==> src/rtl/bus_arbiter4_pkg.sv <==
// Shared constants for the four-way round-robin bus arbiter.
// State encodings and requester count used by the arbiter and its bench.
package bus_arbiter4_pkg;

    localparam int NUM_REQ = 4;

    localparam logic [0:0] ST_IDLE  = 1'b0;
    localparam logic [0:0] ST_GRANT = 1'b1;

endpackage

==> src/rtl/bus_arbiter4_mux2.sv <==
// Four-input data steering mux with a 2-bit address.
// Drives the shared bus from the currently selected requester.
module mux2 #(
    parameter int WIDTH = 16
) (
    input  logic [1:0]       addr,
    input  logic [WIDTH-1:0] d0,
    input  logic [WIDTH-1:0] d1,
    input  logic [WIDTH-1:0] d2,
    input  logic [WIDTH-1:0] d3,
    output logic [WIDTH-1:0] y
);

    always_comb begin
        unique case (addr)
            2'd0: y = d0;
            2'd1: y = d1;
            2'd2: y = d2;
            2'd3: y = d3;
        endcase
    end

endmodule

==> src/rtl/bus_arbiter4.sv <==
// Round-robin arbiter sharing one bus among four masters.
// Registered one-hot grant with a hold limit under contention.
module bus_arbiter4
    import bus_arbiter4_pkg::*;
#(
    parameter int WIDTH    = 16,
    parameter int MAX_HOLD = 8
) (
    input  logic             clk,
    input  logic             rst_n,
    input  logic [3:0]       req,
    input  logic [WIDTH-1:0] in0,
    input  logic [WIDTH-1:0] in1,
    input  logic [WIDTH-1:0] in2,
    input  logic [WIDTH-1:0] in3,
    output logic [3:0]       gnt,
    output logic [1:0]       sel,
    output logic             busy,
    output logic             preempt,
    output logic [WIDTH-1:0] bus_out
);

    localparam int HW = $clog2(MAX_HOLD) + 1;
    localparam logic [HW-1:0] HMAX = HW'(MAX_HOLD - 1);

    logic [0:0]    state, state_n;
    logic [1:0]    ptr, ptr_n;
    logic [HW-1:0] hold_cnt, hold_n;
    logic [3:0]    gnt_n;
    logic [1:0]    sel_n;
    logic          busy_n, preempt_n;
    logic          do_grant;
    logic [1:0]    win;

    // First requester after last, wrapping back to last itself.
    function automatic logic [1:0] rr_pick(
        input logic [NUM_REQ-1:0] r,
        input logic [1:0]         last
    );
        logic [1:0] idx;
        logic       hit;
        rr_pick = last;
        hit     = 1'b0;
        for (int j = 1; j <= NUM_REQ; j++) begin
            idx = last + 2'(j);
            if (!hit && r[idx]) begin
                hit     = 1'b1;
                rr_pick = idx;
            end
        end
    endfunction

    assign win = rr_pick(req, ptr);

    always_comb begin
        state_n   = state;
        ptr_n     = ptr;
        hold_n    = hold_cnt;
        gnt_n     = gnt;
        sel_n     = sel;
        busy_n    = busy;
        preempt_n = 1'b0;
        do_grant  = 1'b0;
        unique case (state)
            ST_IDLE: begin
                do_grant = |req;
            end
            ST_GRANT: begin
                if (!req[ptr]) begin
                    if (|req) begin
                        do_grant = 1'b1;
                    end else begin
                        state_n = ST_IDLE;
                        gnt_n   = 4'b0000;
                        busy_n  = 1'b0;
                    end
                end else if (hold_cnt == HMAX && |(req & ~gnt)) begin
                    do_grant  = 1'b1;
                    preempt_n = 1'b1;
                end else if (hold_cnt != HMAX) begin
                    hold_n = hold_cnt + HW'(1);
                end
            end
        endcase
        if (do_grant) begin
            state_n = ST_GRANT;
            gnt_n   = 4'b0001 << win;
            sel_n   = win;
            ptr_n   = win;
            busy_n  = 1'b1;
            hold_n  = '0;
        end
    end

    always_ff @(posedge clk or negedge rst_n) begin
        if (!rst_n) begin
            state    <= ST_IDLE;
            gnt      <= 4'b0000;
            sel      <= 2'd0;
            busy     <= 1'b0;
            preempt  <= 1'b0;
            ptr      <= 2'd3;
            hold_cnt <= '0;
        end else begin
            state    <= state_n;
            gnt      <= gnt_n;
            sel      <= sel_n;
            busy     <= busy_n;
            preempt  <= preempt_n;
            ptr      <= ptr_n;
            hold_cnt <= hold_n;
        end
    end

    mux2 #(.WIDTH(WIDTH)) u_mux (
        .addr (sel),
        .d0   (in0),
        .d1   (in1),
        .d2   (in2),
        .d3   (in3),
        .y    (bus_out)
    );

endmodule

==> config.mk <==
export PLATFORM = sky130hd
export DESIGN_NAME = bus_arbiter4
export DESIGN_NICKNAME = d
export VERILOG_FILES = /design/src/rtl/bus_arbiter4_pkg.sv /design/src/rtl/bus_arbiter4_mux2.sv /design/src/rtl/bus_arbiter4.sv
export SDC_FILE = /design/constraint.sdc
export NUM_CORES = 1
export LEC_CHECK = 0
export CELL_PAD_IN_SITES_DETAIL_PLACEMENT = 0
export CELL_PAD_IN_SITES_GLOBAL_PLACEMENT = 1
export CORE_MARGIN = 1.5
export CORE_UTILIZATION = 27
export CTS_CLUSTER_SIZE = 8
export DETAILED_ROUTE_END_ITERATION = 10
export HOLD_SLACK_MARGIN = 0.1
export PLACE_DENSITY_LB_ADDON = 0.1
export SLEW_MARGIN = 20
export SYNTH_ARGS = -nofsm -noshare
export SYNTH_HDL_FRONTEND = slang
export SYNTH_SLANG_ARGS = --single-unit
export TNS_END_PERCENT = 50
==> constraint.sdc <==
create_clock -name clk -period 3.3 [get_ports clk]
set_input_delay 0.495 -clock clk [delete_from_list [all_inputs] [get_ports clk]]
set_output_delay 0.495 -clock clk [all_outputs]
set_load 0.02 [all_outputs]
==> reports/qor.txt <==
SETUP PATH
--------------------------------------------------------------------------------------------------------
Worst-path cell with the longest stage delay ..............................................      dfrtp_1
Required time of the worst setup path .....................................................      2.80 ns
Launching element type of the critical path ...............................................         flop
Crit path max fanout ......................................................................           18
Launch instance of the worst register-to-register path ....................................       ptr[1]
Type of element capturing the critical path ...............................................   output pin
CP max stage delay ........................................................................      0.82 ns
Crit path cell chain ...................................................................... mux4_2 -> clkdlybuf4s50_1
Worst setup path startpoint ...............................................................       sel[1]
R2R cell count ............................................................................            4
CP Class ..................................................................................      reg2out
Arrival time at the worst endpoint ........................................................      2.04 ns

CLOCK NETWORK
--------------------------------------------------------------------------------------------------------
Number of buffers inserted for hold repair after clock tree synthesis .....................            0
TritonCTS clock tree ......................................................................        built
CTS H-tree depth ..........................................................................            1
Total setup buffers inserted after CTS ....................................................            0
Clock buffers created by TritonCTS ........................................................            3
Buffers from clock root to sink, at most ..................................................            2
Number of cells upsized or downsized after cts ............................................            0
Clock sink count ..........................................................................           15
Cell at the root of the clock tree ........................................................     clkbuf_8
Clock network latency to the later pin of the worst-skew pair .............................      0.24 ns
Post-CTS clock slew at the launch and capture registers of the worst setup and hold paths .      0.06 ns

DETAILED ROUTING
--------------------------------------------------------------------------------------------------------
Final WL ..................................................................................      4460 um
Total number of vias ......................................................................         1297
Number of violations reported at the end of detailed-routing iteration 0 ..................           41
Average routed wire per standard cell .....................................................      17.8 um
Drt first pass iters ......................................................................            4
Detail-routed via count per cell ..........................................................         5.19
DRC violation count after routing .........................................................            0
Post-route ant nets .......................................................................            0

STA
--------------------------------------------------------------------------------------------------------
Number of failing setup endpoints in the final timing report ..............................            0
Pins over their slew limit ................................................................            0
Slew at the pin closest to its max-slew limit .............................................     0.749 ns
Tmin final ................................................................................      2.54 ns
Hold Vio Cnt, Final .......................................................................            0
Worst Skew ................................................................................   0.00267 ns
Max-slew headroom at the worst pin ........................................................        50.0%
Setup repair after global routing missed its margin .......................................        false
Total Negative Setup Slacks ...............................................................         0 ns
Highest clock frequency the design can meet ...............................................      394 MHz
Final critical-path share of the clock period .............................................        76.8%

POWER
--------------------------------------------------------------------------------------------------------
Net switching power of the design .........................................................     0.727 mW
Total power per unit cell area ............................................................   751 nW/um2
Standby leakage power .....................................................................     0.867 nW
Sw Ratio ..................................................................................        41.5%
Part of the power in registers ............................................................        21.6%
Clock network power share .................................................................         8.3%
Internal power summed over all cells ......................................................      1.02 mW
Gate power share ..........................................................................        70.1%
Peak VDD IR ...............................................................................     0.332 mV
Design Power ..............................................................................      1.75 mW

LAYOUT
--------------------------------------------------------------------------------------------------------
Layout cells sized above 1 ................................................................        17.9%
Layout Area Growth over Synthesis .........................................................        77.6%
Finished layout cell area .................................................................     2330 um2
Number of fill cells ......................................................................          424
Final net count ...........................................................................          268
Antenna Cells .............................................................................            0

FLOORPLAN
--------------------------------------------------------------------------------------------------------
Initial standard-cell utilization of the core .............................................        28.0%
IO Pins ...................................................................................           94
Area enclosed by the die boundary .........................................................     5290 um2
Die Wd ....................................................................................      72.7 um
Count of standard-cell rows ...............................................................           25
Vertical extent of the die ................................................................      72.7 um
Floorplan Core Area .......................................................................     4690 um2

SYNTH
--------------------------------------------------------------------------------------------------------
Post-synthesis instance total .............................................................          103
Post-synthesis cell type count ............................................................           40
Syn Nets ..................................................................................          174
Post-synthesis cell area ..................................................................     1310 um2
Portion of the post-synthesis area used by sequential elements ............................        28.8%
Mean cell area of the mapped netlist ......................................................     12.7 um2
Synth Warn # ..............................................................................            0
Yosys reg bits ............................................................................           15

WORST HOLD PATH
--------------------------------------------------------------------------------------------------------
Cells on Worst Hold Path ..................................................................            2
Startpoint of the lowest-slack hold path ..................................................         busy
Worst min-delay path class ................................................................      reg2reg

OUTCOME
--------------------------------------------------------------------------------------------------------
Status .................................................................................... finished, final reports clean

PLACED DESIGN
--------------------------------------------------------------------------------------------------------
Count of buffers from port buffering ......................................................           93
Instance area at placement ................................................................     2290 um2
GP Congestion .............................................................................        0.786
DPL Wire Length ...........................................................................      3730 um

GLOBAL ROUTE
--------------------------------------------------------------------------------------------------------
Number of global-route vias before repair .................................................         1365
Total global-route track usage ............................................................        17.2%
Total global routing overflow .............................................................            0
Maximum number of pins on one net before global-route repair ..............................           19
Initial antenna violation count ...........................................................            0
Global-route wire length before repair ....................................................      6960 um

RUN
--------------------------------------------------------------------------------------------------------
Number of maximum-capacitance violations ..................................................            0

[final timing paths]
check | to | slack (ns)
worst max-delay path | bus_out[0] | 0.76
worst min-delay path | busy | 0.50
worst max register to register | sel[1] | 1.19
worst min register to register | busy | 0.50
max in group asynchronous | sel[1] | 2.18
min in group asynchronous | preempt | 0.67
[Yosys cell counts]
cell | n | area (um2)
buf_6 | 2 | 22.5
o22ai_1 | 1 | 6.26
o21a_4 | 1 | 15.0
o31ai_1 | 5 | 37.5
o22a_1 | 1 | 8.76
o21ai_4 | 1 | 16.3
mux4_2 | 17 | 383
buf_1 | 1 | 3.75
and3b_1 | 2 | 17.5
dfrtp_1 | 13 | 325
nor2b_4 | 2 | 27.5
buf_2 | 2 | 10.0
dfstp_2 | 2 | 52.6
mux2_1 | 2 | 22.5
nor2b_1 | 3 | 18.8
nand2_1 | 5 | 18.8
a32o_1 | 1 | 10.0
nor4_2 | 1 | 12.5
a21oi_1 | 5 | 25.0
nor4_1 | 1 | 6.26
o221ai_2 | 1 | 15.0
and3_1 | 1 | 6.26
nor2_1 | 5 | 18.8
ha_1 | 1 | 12.5
a31oi_1 | 1 | 6.26
mux2_4 | 2 | 30.0
mux2i_1 | 2 | 20.0
a311oi_1 | 1 | 8.76
nand3b_1 | 1 | 7.51
nor3_1 | 3 | 15.0
inv_1 | 2 | 7.51
nand2b_1 | 3 | 18.8
o2111ai_1 | 4 | 35.0
o21ai_0 | 2 | 10.0
or2_2 | 1 | 6.26
o41ai_4 | 1 | 27.5
clkbuf_1 | 1 | 3.75
or3_4 | 1 | 11.3
nand3_1 | 1 | 5.00
nor3b_1 | 1 | 7.51
[worst max-delay path: cells and delay by family, from the launching register on]
kind | cells | cell delay [ns]
DFF | 1 | 0.82
muxes | 1 | 0.41
buffers and inverters | 1 | 0.55
[kinds of logic (layout without fill, tap and decap cells)]
family                     after synthesis  in the layout  synth area share, %
AOI/OAI and AO/OA                       25             25                 16.9
DFF                                     15             15                 28.8
adders and majority gates                1              1                0.953
and+or+nand+nor                         31             31                 15.1
muxes                                   23             23                 34.7
buffers and inverters                    8            101                 3.62
[through the flow]
stage | worst slack (ns) | instances | utilization [%] | hold slack, ns
2_1_floorplan | 1.18 | 103 | - | 0.199
3_3_place_gp | 0.876 | 246 | 48.7 | 0.468
3_5_place_dp | 0.871 | 246 | 48.7 | 0.494
4_1_cts | 0.755 | 250 | 49.7 | 0.506
5_1_grt | 0.685 | 250 | 49.7 | 0.541
6_report | 0.764 | 250 | 49.7 | 0.495
[metal layers]
| layer | global-route usage (%) | vias up | wire, um |
|---|---|---|---|
| met1 | 20.6 | 624 | 1790 |
| li1 | - | 611 | - |
| met4 | 3.35 | 0 | 57 |
| met2 | 31.8 | 56 | 2310 |
| met5 | 0 | - | 0 |
| met3 | 3.45 | 6 | 300 |
[sequential cells by signal, summed over array words and instances (netlist names)]
signal    count
state         1
busy          1
preempt       1
ptr           2
hold_cnt      4
gnt           4
sel           2
[power by group through the flow]
stage          clock network, mW  logic (mW)  registers (mW)
6_report                   0.145        1.23           0.377
5_1_grt                    0.163        1.32           0.392
4_1_cts                    0.150        1.24           0.377
3_5_place_dp                   0        1.24           0.380
3_3_place_gp                   0        1.22           0.376
2_1_floorplan                  0       0.813           0.343
[cell usage in the layout (no fill, tap or decap), drive strengths merged, types with 2 or more instances in the layout]
| master | synthesis | layout |
|---|---|---|
| clkdlybuf4s50 | 0 | 93 |
| mux4 | 17 | 17 |
| dfrtp | 13 | 13 |
| nand2 | 5 | 5 |
| nor2 | 5 | 5 |
| a21oi | 5 | 5 |
| o31ai | 5 | 5 |
| nor2b | 5 | 5 |
| o2111ai | 4 | 4 |
| clkbuf | 1 | 4 |
| mux2 | 4 | 4 |
| nand2b | 3 | 3 |
| nor3 | 3 | 3 |
| o21ai | 3 | 3 |
| inv | 2 | 2 |
| mux2i | 2 | 2 |
| and3b | 2 | 2 |
| buf | 5 | 2 |
| dfstp | 2 | 2 |
| nor4 | 2 | 2 |
[area by class of cell]
type                            count  area (um2)  area share [%]
Timing Repair Buffer               95         946            40.6
Sequential cell                    15         378            16.2
Tap cell                           54        67.6            2.90
Inverter                            2        7.51           0.322
Multi-Input combinational cell     80         887            38.1
Clock buffer                        4        45.0            1.93
Note: power is estimated with default switching activity, not from simulation.
